<file path="src/rtl/if_id_fetch_queue.sv">
// IF/ID fetch queue: buffers {pc, instr} so fetch can run ahead of a stalled decode.
// Pushed entries appear on out_* the cycle after the push edge; in_ready is state-only so it can drive the PC register WE.
module if_id_fetch_queue #(
  parameter int          DEPTH    = 4,
  parameter logic [31:0] RESET_PC = 32'h0000_3000
) (
  input  logic                     clk,
  input  logic                     reset,
  input  logic                     in_valid,
  output logic                     in_ready,
  input  logic [31:0]              in_pc,
  input  logic [31:0]              in_instr,
  output logic                     out_valid,
  input  logic                     out_ready,
  output logic [31:0]              out_pc,
  output logic [31:0]              out_pc8,
  output logic [31:0]              out_instr,
  input  logic                     flush,
  output logic [$clog2(DEPTH):0]   count
);

  localparam int AW = $clog2(DEPTH);
  localparam int CW = AW + 1;

  typedef struct packed {
    logic [31:0] pc;
    logic [31:0] instr;
  } entry_t;

  entry_t          mem [DEPTH];
  logic [AW-1:0]   wr_ptr;
  logic [AW-1:0]   rd_ptr;
  logic            push;
  logic            pop;

  // in_ready depends only on count, so a pop cannot free a slot for a same-cycle push.
  assign in_ready  = (count < CW'(DEPTH));
  assign out_valid = (count != '0);
  assign push      = in_valid & in_ready;
  assign pop       = out_valid & out_ready;

  always_ff @(posedge clk or negedge reset) begin
    if (!reset) begin
      wr_ptr <= '0;
      rd_ptr <= '0;
      count  <= '0;
    end else if (flush) begin
      wr_ptr <= '0;
      rd_ptr <= '0;
      count  <= '0;
    end else begin
      if (push) wr_ptr <= wr_ptr + AW'(1);
      if (pop)  rd_ptr <= rd_ptr + AW'(1);
      case ({push, pop})
        2'b10:   count <= count + CW'(1);
        2'b01:   count <= count - CW'(1);
        default: count <= count;
      endcase
    end
  end

  // Storage is not reset; occupancy alone decides what is visible.
  always_ff @(posedge clk) begin
    if (push && !flush) mem[wr_ptr] <= '{pc: in_pc, instr: in_instr};
  end

  always_comb begin
    out_pc    = RESET_PC;
    out_instr = 32'h0;
    if (out_valid) begin
      out_pc    = mem[rd_ptr].pc;
      out_instr = mem[rd_ptr].instr;
    end
  end

  assign out_pc8 = out_pc + 32'd8;

endmodule

</file>
<file path="config.mk">
export PLATFORM = sky130hd
export DESIGN_NAME = if_id_fetch_queue
export DESIGN_NICKNAME = d
export VERILOG_FILES = /design/src/rtl/if_id_fetch_queue.sv
export SDC_FILE = /design/constraint.sdc
export NUM_CORES = 1
export LEC_CHECK = 0
export ABC_AREA = 1
export BUFFER_PORTS_ARGS = -buffer_cell sky130_fd_sc_hd__buf_2
export CORE_ASPECT_RATIO = 1.75
export CORE_MARGIN = 2
export CORE_UTILIZATION = 46
export CTS_CLUSTER_SIZE = 40
export DETAILED_ROUTE_END_ITERATION = 10
export MAX_ROUTING_LAYER = met4
export PLACE_DENSITY_LB_ADDON = 0.3
export RECOVER_POWER = 100
export SLEW_MARGIN = 20
export SYNTH_ARGS = -nofsm -noshare
export SYNTH_HDL_FRONTEND = slang
export SYNTH_SLANG_ARGS = --single-unit
export TNS_END_PERCENT = 5
</file>
<file path="constraint.sdc">
create_clock -name clk -period 5.06 [get_ports clk]
set_clock_uncertainty 0.2 [all_clocks]
set_input_delay 0.759 -clock clk [delete_from_list [all_inputs] [get_ports clk]]
set_output_delay 0.759 -clock clk [all_outputs]
set_load 0.01 [all_outputs]
</file>
==> Word-level counts from Yosys, hierarchy flattened <==
Memory sizes are Yosys's and may differ from the RTL's.
Cells that the tools add are included.
{ "word_totals": {"regBits": 7, "memories": 1, "elab_cells": 30, "romBits": 0, "latch_bits": 0, "mem_bits_rw": 256, "output_inout_bits": 101} }
{ "memory_table": {"columns": ["name", "depth", "word_bits", "read_ports", "rd_clocked_by_memory_dff", "write_ports", "line_no", "rtl"], "rows": [
  ["mem", 4, 64, 1, 0, 1, "30", "entry_t mem [DEPTH];"]
]} }
{ "op_classes": {"eq_ne": 2, "shift": 0, "reduce_logical": 6, "n_lt_le_gt_ge": 1, "n_mux": 10, "n_bitwise": 2, "n_mul": 0, "addsub": 5, "div": 0} }
{ "ops": {"columns": ["op", "n"], "rows": [
  ["$mux W32", 2],
  ["$add A32 B4 Y32 const B", 1],
  ["$mux W2", 4],
  ["$pmux W3 S2", 1],
  ["$reduce_bool A3 Y1", 2],
  ["$add A2 B1 Y2 const B", 2],
  ["$reduce_bool A2 Y1", 2],
  ["$add A3 B1 Y3 const B", 1],
  ["$lt A3 B3 Y1 const B", 1],
  ["$mux W3", 1],
  ["$sub A3 B1 Y3 const B", 1],
  ["$and A1 B1 Y1", 2],
  ["$eq A2 B1 Y1 const B", 1],
  ["$eq A2 B2 Y1 const B", 1],
  ["$mux W1", 2],
  ["$logic_and A1 B1 Y1", 1],
  ["$logic_not A1 Y1", 1]
]} }

==> Depth between registers and ports, before layout <==
{ "depth": {"depth_word": 5, "mapped_depth": 16, "mapped_depth_nobuf": 15} }

==> Least setup slack after synthesis <==
No wires, ideal clock.
{ "synth_path": {"path_type": "input -> register", "start": "in in_valid", "end": "mem mem[0][0] (netlist name) (enable)", "n_path_buf": 0, "t_arrival_ns": 3.912, "required_ns": 4.374, "setup_slack_ns": 0.462, "path_stages": 6, "path_cell_list": "inv_1 > nor2_1 > inv_1 > nor2_1 > inv_1 > nor2_1"} }
{ "synth_via": {"elab_chain_len": 4} }
{ "synth_lines": {"columns": ["item", "line_no", "rtl"], "rows": [
  ["from (decl)", "9", "input logic in_valid,"],
  ["$and A1 B1 Y1", "39", "assign push = in_valid & in_ready;"],
  ["$logic_and A1 B1 Y1", "64", "if (push && !flush) mem[wr_ptr] <= '{pc: in_pc, instr: in_instr};"],
  ["$mux W1", "64", null],
  ["$mux W1 (not written as such)", "64", null],
  ["to (decl)", "30", null]
]} }
Every way passes these cells.

==> Final worst setup path <==
{ "layout_path": {"start": "reg count[0]", "end": "out out_pc8[31]"} }
{ "layout_via": {"elab_chain_len": 3} }
{ "layout_lines": {"columns": ["item", "line_no", "rtl"], "rows": [
  ["from (decl)", "19", "output logic [$clog2(DEPTH):0] count"],
  ["from (signal assigned)", "55", "2'b10: count <= count + CW'(1);"],
  ["from (signal assigned)", "56", "2'b01: count <= count - CW'(1);"],
  ["from (signal assigned)", "57", "default: count <= count;"],
  ["$reduce_bool A3 Y1", "38", "assign out_valid = (count != '0);"],
  ["$mux W32", "70", "if (out_valid) begin"],
  ["$add A32 B4 Y32", "76", "assign out_pc8 = out_pc + 32'd8;"],
  ["to (decl)", "16", "output logic [31:0] out_pc8,"]
]} }
Every way passes these cells.

==> metrics.md <==
| Metric | Value |
|---|---|
| Post-synthesis average cell area | 10.4 sq um |
| I/O pin cnt | 170 |
| HPWL after DPL | 18.1 mm |
| Path class of the lowest-slack min-delay path | in2reg |
| Dominant synthesized flop cell | sky130_fd_sc_hd__edfxtp_1 |
| Cell family contributing the most delay on the critical path | simple AND/OR/NAND/NOR gates |
| Clock-pin slew on the worst setup and hold paths | roughly 0.070 ns |
| Largest net degree at the start of global routing | 68 |
| Normalized max-slew margin | -43.1% |
| Number of optimization iterations in the first detailed-route pass | 4 |
| Max IR drop VDD | 0.334 mV |
| Sum of negative setup slack | 0 ns |
| Total congestion overflow after global routing | 0 |
| Final Max Slew Viols | 227 |
| Run status | finished, violations left |
| Count of buffer and inverter cells on the critical path | 4 |
| Overall die height | 215 um |
| RSZ-0062 raised after global routing | false |
| Share of layout cells above drive strength 1 | 7.26% |
| Drt first-iter violations | 495 |
| Maximum Capacitance Violations | 5 |
| Gate count of the mapped netlist | approximately 1100 |
| Cell breakdown of the critical path | inv_1 -> nand3_1 -> buf_4 -> inv_1 -> nor2_1 -> nand2_1 -> nor2_1 -> nand2_1 -> nor2_1 -> nand3_1 -> nand2_1 -> clkbuf_1 |
| Post-Route Hold Slack | between 0.2 and 0.3 ns |
| Commonest cells after routing, fill and taps aside | 276 x sky130_fd_sc_hd__nand2_1, 256 x sky130_fd_sc_hd__edfxtp_1, 221 x sky130_fd_sc_hd__nor2_1 |
| Total number of yosys warnings | 0 |
| Vias in the first global route | 8043 |
| Clk pwr share | 25.7% |
| Clock tree root buffer cell | sky130_fd_sc_hd__clkbuf_16 |
| Seq pwr share | 39.9% |
| Net switching power | approximately 2.3 mW |
| Part of the cycle the worst path needs | 87.4% |
| Wirelength, routed | ~28 mm |
| Post-route minimum period | 4.42 ns |
| Power per cell area | 485 mW/mm^2 |
| Largest cells by area after synthesis | sky130_fd_sc_hd__edfxtp_1 66%, sky130_fd_sc_hd__nand2_1 8.8%, sky130_fd_sc_hd__nor2_1 6.7% |
| Overall Global Routing Usage | 20.9% |
| Routed WL per cell | ~17 um |
| Internal Dissipation | 4.07 mW |
| Slowest CP cell | sky130_fd_sc_hd__inv_1 |
| Worst Tran Pin Value | 2.15 ns |
| Peak fanout along the critical path | 30 |
| DIE AREA | 0.0268 sq mm |
| Port Buffers | roughly 170 |
| Number of vias in the routed layout | 8407 |
| Count of H-tree levels built during CTS | 1 |
| Final-layout fill cell count | 2304 |
| Area added between synthesis and finish | 13.0% |
| Effective utilization at floorplan | between 40% and 50% |
| Synth cell types | 31 |
| Number of enable flip-flop cells after synthesis | about 260 |
| Final Hold Viols | 0 |
| Share of total power in combinational logic | 34.3% |
| Capturing element type of the critical path | output pin |
| Sequential-to-total area share from yosys stat | around 67% |
| Critical Path Source Type | flip-flop |
| Post-DR vias/cell | 5.21 |
| Num CTS Buffers | 22 |
| Remaining number of nets flagged by the antenna check after routing | 0 |
| Most common cell after layout, fill and taps aside | sky130_fd_sc_hd__nand2_1 |
| Category of the critical setup timing path | reg2out |
| Sw Share | about 37% |
| Worst Path Required | 4.10 ns |
| Number of antenna violations at the first check in global routing | 3 |
| Data arrival time of the critical path | 3.46 ns |
| Post-synthesis cell area | 0.0117 sq mm |
| Synth Net Count | 1201 |
| Number of nets in the final layout | about 1400 |
| CTS tree | yes |
| Routability congestion estimate | 0.953 |
| Std-Cell Core Area | 0.0251 sq mm |
| Yosys reg bits | 263 |
| Wire length of the first global-routing pass | 42.6 mm |
| Final count of negative-setup-slack endpoints | 0 |
| Fraction of synthesis flops using an asynchronous set or reset pin | 2.66% |
| Post-synth top area share | 65.6% |
| Cell type contributing the most total cell area after synthesis | sky130_fd_sc_hd__edfxtp_1 |
| Cell leakage power | 4.94 nW |
| Delay of the slowest cell on the worst path | 0.45 ns |
| Num Clock Sinks | ~260 |
| Horizontal die dimension | 125 um |
| Max frequency | roughly 230 MHz |
| Site Rows | 77 |
| Violations in the final reports | max-capacitance violations, max-slew violations |
| DRC | 0 |
| Number of buffers on the longest clock path | 3 |
| Clock latency reported for the late side of the worst-skew pair | roughly 0.51 ns |
[registers in the layout (all words and copies together), names as in the netlist]
signal  count
rd_ptr      2
mem       256
count       3
wr_ptr      2
[Yosys cell counts (2+ instances only)]
master                     instances
sky130_fd_sc_hd__nor2_4            5
sky130_fd_sc_hd__xor2_1           10
sky130_fd_sc_hd__nor2_2           17
sky130_fd_sc_hd__nand2_1         276
sky130_fd_sc_hd__o21ai_0          80
sky130_fd_sc_hd__clkinv_1          2
sky130_fd_sc_hd__nand3_1          77
sky130_fd_sc_hd__buf_1             6
sky130_fd_sc_hd__inv_2             5
sky130_fd_sc_hd__dfrtp_1           7
sky130_fd_sc_hd__xnor2_1           2
sky130_fd_sc_hd__clkbuf_1          9
sky130_fd_sc_hd__edfxtp_1        256
sky130_fd_sc_hd__a21oi_1          38
sky130_fd_sc_hd__ha_1              5
sky130_fd_sc_hd__inv_1            66
sky130_fd_sc_hd__buf_4             9
sky130_fd_sc_hd__buf_2            25
sky130_fd_sc_hd__nor2_1          208
sky130_fd_sc_hd__nand3_2           4
sky130_fd_sc_hd__buf_6             4
sky130_fd_sc_hd__nand4_1           6
[power groups by stage]
stage	combinational (mW)	sequential, mW	clock [mW]
after CTS	2.37	2.56	1.69
final	2.20	2.56	1.65
after global routing	2.46	2.58	1.77
after detailed placement	2.37	2.61	0
after global placement	2.34	2.60	0
after floorplan	1.53	2.61	0
[through the flow]
stage,util [%],setup WS [ns],area [sq um],power [mW],cells
floorplan,-,0.462,11700,4.14,1126
global placement,51.1,1.44,12800,4.95,1572
detailed placement,51.1,1.40,12800,4.97,1572
CTS,53.9,0.838,13600,6.62,1611
global route,52.7,0.322,13200,6.80,1614
finish,52.7,0.640,13200,6.42,1614
[routing by layer]
layer | vias up | global-route usage (%) | share of wire (%) | wire length, um
li1 | 4076 | - | - | -
met1 | 4010 | 22.0 | 37 | 10400
met2 | 254 | 37.8 | 53 | 14800
met3 | 67 | 2.84 | 4.8 | 1320
met4 | 0 | 10.9 | 4.4 | 1230
met5 | - | - | 0 | 0
[final timing paths]
kind / cells after the start / slack (ns) / to / startpoint
worst max-delay path: 12 / 0.64 / out_pc8[31] / count[0]
worst min-delay path: 2 / 0.28 / rd_ptr[1] / flush
worst max register to register: 6 / 1.08 / mem[1][5] / count[2]
worst min register to register: 2 / 0.43 / count[1] / count[1]
max in group asynchronous: 2 / 3.84 / rd_ptr[0] / reset
min in group asynchronous: 2 / 0.49 / rd_ptr[0] / reset
[what timing repair did]
| item | 4_1_cts | 5_1_grt |
|---|---|---|
| hold endpoints to repair | 7 | 0 |
| buffers inserted | 0 | 0 |
| resized for setup | 0 | 0 |
| hold buffers | 1 | 0 |
[area by class of cell]
class                   count  area (sq um)  area share (%)
inverters                  73           275            2.08
repair buffers            184           769            5.81
multi-input cells         737          3220            24.3
diodes                      3          7.51          0.0567
clock buffers              25           583            4.40
clock inverters            13           124           0.935
flip-flops and latches    263          7870            59.4
well taps                 316           395            2.99
[cell families (layout without fill, tap and decap cells)]
logic type               after synthesis  in the layout  share of synthesized area [%]
AND/OR/NAND/NOR                      597            597                           21.1
flip-flops                           263            263                           67.1
buffers and inverters                126            295                           4.85
AO/OA/AOI/OAI                        122            122                           5.35
XOR/XNOR                              12             12                          0.897
adder cells (fa/ha/maj)                6              6                          0.705
other                                  0              3                              0
(Power assumes the default switching activity.)
